===== config.mk =====
export PLATFORM = sky130hd
export DESIGN_NAME = uart_rx
export DESIGN_NICKNAME = d
export VERILOG_FILES = /design/src/rtl/uart_rx.sv
export SDC_FILE = /design/constraint.sdc
export NUM_CORES = 1
export LEC_CHECK = 0
export CORE_AREA = 2 2 57 59
export CTS_BUF_LIST = sky130_fd_sc_hd__clkbuf_16
export DETAILED_ROUTE_END_ITERATION = 7
export DIE_AREA = 0 0 59 61
export GPL_ROUTABILITY_DRIVEN = 0
export GPL_TIMING_DRIVEN = 0
export PLACE_DENSITY = 0.79
export SETUP_SLACK_MARGIN = 0.02
export SLEW_MARGIN = 30
export SYNTH_ARGS = -nofsm -noshare
export SYNTH_HDL_FRONTEND = slang
export SYNTH_SLANG_ARGS = --single-unit

===== constraint.sdc =====
create_clock -name clk -period 1.9 [get_ports clk]
set_input_delay 0.38 -clock clk [delete_from_list [all_inputs] [get_ports clk]]
set_output_delay 0.38 -clock clk [all_outputs]
set_load 0.01 [all_outputs]

===== src/rtl/uart_rx.sv =====
// uart_rx: serial-to-parallel UART receiver with a one-entry valid/ready output buffer.
// Latency: the byte appears on the cycle after the stop-bit sample. A frame takes about (DATA_WIDTH+2) bit periods.
// Backpressure: holds one unconsumed byte. A frame that completes while the buffer is full and not draining is dropped and raises overrun.
// Ports: clk, rst_n (async, active-low), rx_en, ftdi_rx (async serial in, idle high),
//        rx_byte/rx_valid/rx_ready (output handshake), frame_err/overrun/parity_err (1-cycle pulses).
// Optional: define UART_RX_PARITY_EN to add one even-parity bit after the data bits.
module uart_rx #(
  parameter int DATA_WIDTH   = 8,
  parameter int CLKS_PER_BIT = 16
) (
  input  logic                  clk,
  input  logic                  rst_n,
  input  logic                  rx_en,
  input  logic                  ftdi_rx,
  output logic [DATA_WIDTH-1:0] rx_byte,
  output logic                  rx_valid,
  input  logic                  rx_ready,
  output logic                  frame_err,
  output logic                  overrun,
  output logic                  parity_err
);

  localparam int CW = (CLKS_PER_BIT > 1) ? $clog2(CLKS_PER_BIT) : 1;
  localparam int BW = (DATA_WIDTH > 1) ? $clog2(DATA_WIDTH) : 1;
  localparam logic [CW-1:0] HALF_CNT = CW'(CLKS_PER_BIT / 2);
  localparam logic [CW-1:0] LAST_CNT = CW'(CLKS_PER_BIT - 1);
  localparam logic [BW-1:0] LAST_BIT = BW'(DATA_WIDTH - 1);

`ifdef UART_RX_PARITY_EN
  typedef enum logic [2:0] {IDLE, START, DATA, PARITY, STOP} state_t;
  logic par_bit;
`else
  typedef enum logic [1:0] {IDLE, START, DATA, STOP} state_t;
`endif

  state_t                state;
  logic [CW-1:0]         cnt;
  logic [BW-1:0]         bit_cnt;
  logic [DATA_WIDTH-1:0] shreg;
  logic                  rx_s1, rx_s2, rx_d;
  // Set after a low stop bit: stay in STOP until the line returns high so a
  // held-low line cannot be mistaken for a new start bit.
  logic                  stop_wait;

  always_ff @(posedge clk or negedge rst_n) begin
    if (!rst_n) begin
      state     <= IDLE;
      cnt       <= '0;
      bit_cnt   <= '0;
      shreg     <= '0;
      rx_s1     <= 1'b1;
      rx_s2     <= 1'b1;
      rx_d      <= 1'b1;
      stop_wait <= 1'b0;
      rx_byte   <= '0;
      rx_valid  <= 1'b0;
      frame_err <= 1'b0;
      overrun   <= 1'b0;
`ifdef UART_RX_PARITY_EN
      par_bit    <= 1'b0;
      parity_err <= 1'b0;
`endif
    end else begin
      rx_s1     <= ftdi_rx;
      rx_s2     <= rx_s1;
      rx_d      <= rx_s2;
      frame_err <= 1'b0;
      overrun   <= 1'b0;
`ifdef UART_RX_PARITY_EN
      parity_err <= 1'b0;
`endif
      // Handshake drains the buffer; a same-cycle good frame reloads it below.
      if (rx_valid && rx_ready) rx_valid <= 1'b0;

      if (!rx_en) begin
        state     <= IDLE;
        cnt       <= '0;
        bit_cnt   <= '0;
        stop_wait <= 1'b0;
      end else begin
        case (state)
          IDLE: begin
            if (rx_d && !rx_s2) begin
              state   <= START;
              cnt     <= '0;
              bit_cnt <= '0;
            end
          end
          START: begin
            if (cnt == HALF_CNT) begin
              cnt   <= '0;
              state <= rx_s2 ? IDLE : DATA;   // high at mid-start = glitch
            end else begin
              cnt <= cnt + 1'b1;
            end
          end
          DATA: begin
            if (cnt == LAST_CNT) begin
              cnt   <= '0;
              shreg <= DATA_WIDTH'({rx_s2, shreg} >> 1);  // LSB arrives first
              if (bit_cnt == LAST_BIT) begin
                bit_cnt <= '0;
`ifdef UART_RX_PARITY_EN
                state   <= PARITY;
`else
                state   <= STOP;
`endif
              end else begin
                bit_cnt <= bit_cnt + 1'b1;
              end
            end else begin
              cnt <= cnt + 1'b1;
            end
          end
`ifdef UART_RX_PARITY_EN
          PARITY: begin
            if (cnt == LAST_CNT) begin
              cnt     <= '0;
              par_bit <= rx_s2;
              state   <= STOP;
            end else begin
              cnt <= cnt + 1'b1;
            end
          end
`endif
          STOP: begin
            if (stop_wait) begin
              if (rx_s2) begin
                stop_wait <= 1'b0;
                state     <= IDLE;
              end
            end else if (cnt == LAST_CNT) begin
              cnt <= '0;
              if (!rx_s2) begin
                frame_err <= 1'b1;
                stop_wait <= 1'b1;
              end else begin
                state <= IDLE;
                if (rx_valid && !rx_ready) begin
                  overrun <= 1'b1;
                end else begin
                  rx_byte  <= shreg;
                  rx_valid <= 1'b1;
                end
`ifdef UART_RX_PARITY_EN
                parity_err <= (^shreg) ^ par_bit;
`endif
              end
            end else begin
              cnt <= cnt + 1'b1;
            end
          end
          default: state <= IDLE;
        endcase
      end
    end
  end

`ifndef UART_RX_PARITY_EN
  assign parity_err = 1'b0;
`endif

endmodule


### Word level (Yosys, flattened, before mapping)

Index checks and enable logic that the tools add are counted.

* add/subtract/negate cells: 2
* multipliers: 0
* divide/modulo/power cells: 0
* $lt $le $gt $ge: 0
* equal/unequal tests: 14
* shift-type cells: 0
* multiplexer cells: 42
* bitwise operators: 2
* reductions and logical operators: 11

Operator list (number)
* 2-to-1 mux 1 bit: 21
* 2-to-1 mux 4 bit: 5
* 2-to-1 mux 2 bit: 9
* case mux 4 bit (4 select lines): 1
* inequality test 3 bit (second input constant): 5
* 2-to-1 mux 3 bit: 4
* == test 4 bit (second input constant): 2
* case mux 2 bit (4 select lines): 1
* case mux 3 bit (2 select lines): 1
* AND reduction 3 bit: 2
* AND reduction 6 bit: 1
* AND reduction 5 bit: 1
* adder 4 x 1 -> 4 bit (second input constant): 1
* == test 2 bit (second input constant): 2
* inequality test 4 bit (second input constant): 1
* adder 3 x 1 -> 3 bit (second input constant): 1
* == test 3 bit (second input constant): 1
* logical AND 1 bit: 3
* inequality test 3 x 1 -> 1 bit (second input constant): 1
* == test 2 x 1 -> 1 bit (second input constant): 1
* zero test 1 bit: 2
* zero test 2 bit: 1
* inequality test 2 x 1 -> 1 bit (second input constant): 1
* inverter 1 bit: 2
* AND reduction 2 bit: 1

* bits in registers: 32
* latch bits: 0
* bits in writable memories: 0
* memory bits (read-only): 0
* output and inout bits: 12
* logic and storage cells: 83
* memories: 0

### Logic depth before layout (Yosys ltp)

Gate-level depths: netlist (run 1).

* depth in word-level cells: 8
* mapped depth: 6
* mapped depth without buffers: 6

### Worst setup path after synthesis (run 1)

OpenSTA, ideal clock, no wires.

* path kind: reg2reg
* start point: register cnt[0]
* end point: register state[0]
* setup time: 0.128 ns
* arrival: 1.574 ns
* required time: 1.772 ns
* setup slack: 0.199 ns
* stages on the path, launching flop included: 7
* buffers on the path: 1
* period minus slack after synthesis: 1.701 ns
* cell sequence: dfrtp_1 ha_1 and3_1 buf_6 o22ai_2 nor4b_1 mux2_1

* word-level cells in the longest chain between the ends: 3
* elaborated cells on any way between the ends: 6
* those cells by class: eq/ne (5); reduce/logical (1)

RTL lines
* start: declaration: RTL line 37 `logic [CW-1:0] cnt;`
* start signal: assignment: RTL line 94 `cnt <= cnt + 1'b1;`
* start signal: assignment: RTL line 112 `cnt <= cnt + 1'b1;`
* start signal: assignment: RTL line 150 `cnt <= cnt + 1'b1;`
* == test 4 bit, on equally long branches: RTL line 98, 132, 90
* inequality test 4 bit (no line) or inequality test 3 bit (tied branches)
* AND reduction 5 bit (no line) (*)
* end signal: assignment: RTL line 92 `state <= rx_s2 ? IDLE : DATA;`
* end: declaration: RTL line 36 `state_t state;`

Mark *: on every way between the ends. The rest lies on a longest branch, timed or not.
A chain may end at the register's enable or synchronous reset.

### Worst setup path in the final report (run 1)

* start point: input port rx_en
* end point: register state[0]

* word-level cells in the longest chain between the ends: 2
* elaborated cells on any way between the ends: 7
* those cells by class: eq/ne (5); mux (1); reduce/logical (1)

RTL lines
* start: declaration: RTL line 13 `input logic rx_en,`
* inequality test 4 bit (no line) or inequality test 3 bit (tied branches)
* AND reduction 5 bit (no line)

Several ways; a longest one is shown, not always the timed one.

==> impl_results.md, run 1 <==
- Die X: 59 um
- Run status: finished with violations
- Post-synth top area share: 48.21%
- Post-DP HPWL: 1924 um
- Placed inst area: 1692 um2
- I/O pins: 17
- DR pass1 iterations: 4
- Fin nets: 155
- Largest delay share family, worst path: simple AND/OR/NAND/NOR gates
- DR iter-0 viols: 18
- Avg Cell Area, Syn: 12.34 um2
- CP Buf/Inv Count: 2
- Post-route total power: 1.985 mW
- RSZ-0062 raised after global routing: true
- Row count: 20
- Relative slew slack: 53.52%
- FMAX: 524.8 MHz
- Routed WL: 2906 um
- Post-Synthesis Cells: 122
- CP required: 2050 ps
- Post-synth EDFFs: 0
- CP Launch Type: input port
- CTS Root Cell: clkbuf_16
- GRT Overall Usage: 18.21%
- CP Capture Type: register
- Pwr dens: 1057 nW/um2
- Commonest cells after routing, fill and taps aside: dfrtp_1 (29), mux2_1 (18), clkdlybuf4s50_1 (14)
- Worst Path Arrival: 2050 ps
- CTS Sinks: 32
- Routed vias: 1039
- Setup-failing EPs final: 1
- Pins Over Slew Limit: 0
- Worst Clk Skew: 2.983 ps
- Leakage: 0.8977 nW
- CTS tree: done
- Fin. Hold Viols: 0
- Htree depth: 2
- Worst vdd ir: 0.0007567 V
- Initial antenna violation count: 0
- Clk_lat worst skew: 270 ps
- Number of distinct library cells after synthesis: 41
- Critical path class: input port to register
- Clock transition at path regs: 50 ps
- Syn_nets: 131
- Synth warnings: 0
- Syn-to-layout area delta: 24.77%
- Die ar.: 3599 um2
- Crit-path max FO: 10
- Starting Density: 50.97%
- Wire length per cell: 16.14 um
- Post-Place Setup Slack: -244.5 ps
- Failing checks: negative setup slack
- I/O Buffers: 15
- Critical path's slowest cell: clkdlybuf4s50_1
- Core ar.: 2953 um2
- Largest net degree at the start of global routing: 33
- Fraction of layout cells with a size suffix above 1: 18.37%
- Total CTS buffers: 5
- Ys flop type: dfrtp_1
- Commonest non-fill, non-tap cell in the layout: dfrtp_1
- First-pass GRT wire length: 4643 um
- Hold slack: 154.0 ps
- Fin worst setup slack: -5.336 ps
- Tcrit/Tclk final: 100.3%
- Critical path cell sequence: clkdlybuf4s50_1 > buf_4 > and4b_2 > nand2_1 > nor4b_1 > mux2_1
- Synthesized flop and latch total: 32
- Gr ovfl total: 0
- CTS max path bufs: 2
- Cell Count, Final, Fillers Out: 180
- Largest cells by area after synthesis: dfrtp_1 (48%), mux2_1 (14%), dfstp_2 (5.2%)
- Largest area contributor in the netlist: dfrtp_1
- Hold Crit Class: input port to async pin
- Routed vias/inst: 5.772
- Cells after DPL: 170
- Slew of the pin with the lowest slew margin: 697.2 ps
- Max cap viols: 0
- Post-synthesis sequential area ratio: 53.45%
- DRC: 0
- Vert. Die Dim: 61 um
- Mapped Area: 1505 um2
- Share of flip-flops with an asynchronous set or reset: 100.0%
- Tmin final: 1905 ps
- Vias in the first global route: 968
- Crit-path max cell delay: 440 ps
- Final instance area: 1878 um2
- N_diodes: 0
- Routed Antenna Nets: 0
==> layout make-up <==
cell class / instances / area (um2)
Buffer: 6 / 43.79
Sequential cell: 32 / 804.5
Tap cell: 33 / 41.29
Inverter: 6 / 22.52
Multi-Input combinational cell: 78 / 669.4
Clock inverter: 3 / 11.26
Fill cell: 222 / 1075
Clock buffer: 5 / 125.1
Timing Repair Buffer: 17 / 160.2
==> sequential cells by signal, indices dropped and copies added (netlist names) <==
register and count:
rx_d 1, rx_byte 8, shreg 8, rx_valid 1
bit_cnt 3, stop_wait 1, frame_err 1, state 2
overrun 1, rx_s2 1, cnt 4, rx_s1 1
==> kinds of logic (layout without fill, tap and decap cells) <==
family / Yosys count / count (layout) / share of synthesized area (%)
compound gates: 16 / 16 / 8.479
fa+ha+maj: 4 / 4 / 3.325
buf+inv: 12 / 37 / 4.239
flops: 32 / 32 / 53.45
mux: 21 / 21 / 15.54
other cells: 1 / 1 / 0.2491
simple gates: 36 / 36 / 14.71
==> per-stage QoR <==
step	TNS (ps)	utilization, %
after detailed placement	-2707	57.29
after global routing	-131.7	63.60
after global placement	-5141	57.46
after floorplan	0	-
after CTS	0	61.95
final	-5.336	63.60
==> routing by layer <==
layer | part of all wire (%) | wire [um] | global-route usage (%)
met5 | 0 | 0 | 0
met4 | 1.7 | 48 | 7.792
met2 | 52 | 1501 | 28.89
met1 | 42 | 1209 | 23.23
met3 | 5.0 | 146 | 5.757
==> final timing paths <==
path	from	end	slack, ps	cells past startpoint
setup / recovery	rx_en	state[0]	-5	6
hold / removal	rst_n	cnt[2]	150	1
setup reg to reg	cnt[0]	state[0]	50	6
hold reg to reg	rx_s1	rx_s2	360	0
max in group asynchronous	rst_n	bit_cnt[0]	1290	1
min in group clk	rx_s1	rx_s2	360	0
==> report_power, final <==
| group | leakage (nW) | internal [mW] | switching (mW) |
|---|---|---|---|
| logic | 0.394 | 0.204 | 0.263 |
| clock network | 0.0701 | 0.469 | 0.254 |
| registers | 0.434 | 0.733 | 0.0620 |
==> synthesized netlist by cell type (2+ instances only) <==
library cell,count
buf_2,3
o21ai_1,2
nand2b_1,2
nand3_1,7
dfstp_2,3
nand3b_1,2
nor2_1,5
dfrtp_1,29
o21bai_1,2
mux2_1,19
buf_4,2
inv_1,6
nand2_1,8
ha_1,4
mux2i_1,2
==> timing repair <==
| item | in CTS | in global routing |
|---|---|---|
| resized for setup | 1 | 8 |
| setup endpoints to repair | 8 | 15 |
| hold buffers | 0 | 0 |
| gates cloned | 0 | 0 |
| buffers inserted | 0 | 2 |
(Power assumes the default switching activity.)
==> run 2: changes to the inputs <==
Settings changed: GPL_TIMING_DRIVEN 0 to default.
==> run 2 against run 1 <==
  * The flow now finishes without violations
  * Total power up 9.2%
  * Core utilization grew 1.8 points
  * First-iteration DRC count is 94% higher
  * Via count up 1.5%
  * Non-clock buffer count up 4
  * Routed wire length hardly changed
  * Critical path type is now register to register
==> impl_results.md, run 2 (synthesized netlist as in run 1, its figures left out) <==
- Run status: finished, final reports clean (was finished with violations)
- CTS max path bufs: 2 (unchanged)
- Wire length per cell: 15.80 um (was 16.14 um)
- CTS tree: done (unchanged)
- Tcrit/Tclk final: 94.78% (was 100.3%)
- Max cap viols: 0 (unchanged)
- Met1 WL: 1279 um (was 1209 um)
- Vert. Die Dim: 61 um (unchanged)
- I/O Buffers: 15 (unchanged)
- Post-route total power: 2.167 mW (was 1.985 mW)
- Core ar.: 2953 um2 (unchanged)
- Setup-failing EPs final: 0 (was 1)
- Htree depth: 2 (unchanged)
- Commonest cells after routing, fill and taps aside: dfrtp_1 (28), mux2_1 (19), clkdlybuf4s50_1 (15) (was dfrtp_1 (29), mux2_1 (18), clkdlybuf4s50_1 (14))
- Routed WL: 2907 um (was 2906 um)
- N_diodes: 0 (unchanged)
- First-pass GRT wire length: 4836 um (was 4643 um)
- Hold Crit Class: register to register (was input port to async pin)
- DR WL met2: 1453 um (was 1501 um)
- Fin nets: 159 (was 155)
- Total CTS buffers: 5 (unchanged)
- Routed vias/inst: 5.734 (was 5.772)
- GRT Overall Usage: 18.86% (was 18.21%)
- Fraction of layout cells with a size suffix above 1: 17.88% (was 18.37%)
- Vias in the first global route: 1040 (was 968)
- Largest registers: rx_byte: 8 flops, shreg: 8 flops, cnt: 4 flops (unchanged)
- RSZ-0062 raised after global routing: true (unchanged)
- Worst Clk Skew: 8.945 ps (was 2.983 ps)
- Leakage: 0.9261 nW (was 0.8977 nW)
- Fin worst setup slack: 99.21 ps (was -5.336 ps)
- Pins Over Slew Limit: 0 (unchanged)
- CP Launch Type: register (was input port)
- DRC: 0 (unchanged)
- CP Capture Type: register (unchanged)
- Row count: 20 (unchanged)
- CP required: 2060 ps (was 2050 ps)
- Post-DP HPWL: 1989 um (was 1924 um)
- I/O pins: 17 (unchanged)
- Starting Density: 50.97% (unchanged)
- Commonest non-fill, non-tap cell in the layout: dfrtp_1 (unchanged)
- Routed vias: 1055 (was 1039)
- CTS Root Cell: clkbuf_16 (unchanged)
- Syn-to-layout area delta: 28.35% (was 24.77%)
- Gr ovfl total: 0 (unchanged)
- Pwr dens: 1121 nW/um2 (was 1057 nW/um2)
- Cells after DPL: 176 (was 170)
- Post-CTS Setup Bufs: 0 (unchanged)
- FMAX: 555.3 MHz (was 524.8 MHz)
- DR WL met3: 99 um (was 146 um)
- Hold slack: 354.3 ps (was 154.0 ps)
- Fin. Hold Viols: 0 (unchanged)
- Clock transition at path regs: 50 ps (about the same)
- Tmin final: 1801 ps (was 1905 ps)
- Top Metal Used: met4 (unchanged)
- Largest net degree at the start of global routing: 33 (unchanged)
- Die X: 59 um (unchanged)
- Utilization of the core after routing: 65.42% (was 63.60%)
- Initial antenna violation count: 0 (unchanged)
- Clk_lat worst skew: 280 ps (was 270 ps)
- Cell Count, Final, Fillers Out: 184 (was 180)
- CTS Sinks: 32 (unchanged)
- DR iter-0 viols: 35 (was 18)
- Worst vdd ir: 0.0007375 V (was 0.0007567 V)
- Crit-path max FO: 3 (was 10)
- Post-Place Setup Slack: -145.3 ps (was -244.5 ps)
- Worst Path Arrival: 1960 ps (was 2050 ps)
- DR pass1 iterations: 4 (unchanged)
- Die ar.: 3599 um2 (unchanged)
- Routed Antenna Nets: 0 (unchanged)
- Critical path class: register to register (was input port to register)
run 2: path summary, 6_finish.rpt:
check	to	start	slack, ps	depth (start not counted)
worst max-delay path	state[0]	bit_cnt[0]	100	6
worst min-delay path	rx_s2	rx_s1	350	0
worst max register to register	state[0]	bit_cnt[0]	100	6
worst min register to register	rx_s2	rx_s1	350	0
max in group asynchronous	rx_s2	rst_n	1070	2
min in group asynchronous	cnt[2]	rst_n	500	2
run 2: final cells by class:
class	count	area (um2)
Fill cell	228	1021
Sequential cell	32	805.8
Multi-Input combinational cell	78	645.6
Timing Repair Buffer	27	252.7
Clock buffer	5	125.1
Tap cell	33	41.29
Clock inverter	3	38.79
Inverter	6	22.52
run 2: what timing repair did:
| action | CTS | global route |
|---|---|---|
| hold buffers | 0 | 0 |
| gates resized for setup | 0 | 2 |
| endpoints found under the setup margin | 0 | 3 |
run 2: layer usage:
layer,vias up,track usage (%)
li1,498,-
met1,525,23.59
met2,23,29.68
met3,9,4.691
met4,0,11.36
met5,-,0
run 2: power by group:
part	internal, mW	switching (mW)
clock network	0.609	0.275
registers	0.734	0.111
logic	0.228	0.209
total	1.57	0.596
run 2: stage by stage:
| step | area, um2 | TNS [ps] |
|---|---|---|
| 2_1_floorplan | 1505 | 0 |
| 3_3_place_gp | 1758 | -599.9 |
| 3_5_place_dp | 1758 | -1514 |
| 4_1_cts | 1922 | 0 |
| 5_1_grt | 1932 | 0 |
| 6_report | 1932 | 0 |
run 2: worst max-delay path: stages, from the launching register on:
cell	delay, ps
dfrtp_1	390
ha_1	210
ha_1	190
mux2_1	310
o22ai_2	170
nor4b_1	90
mux2_1	320
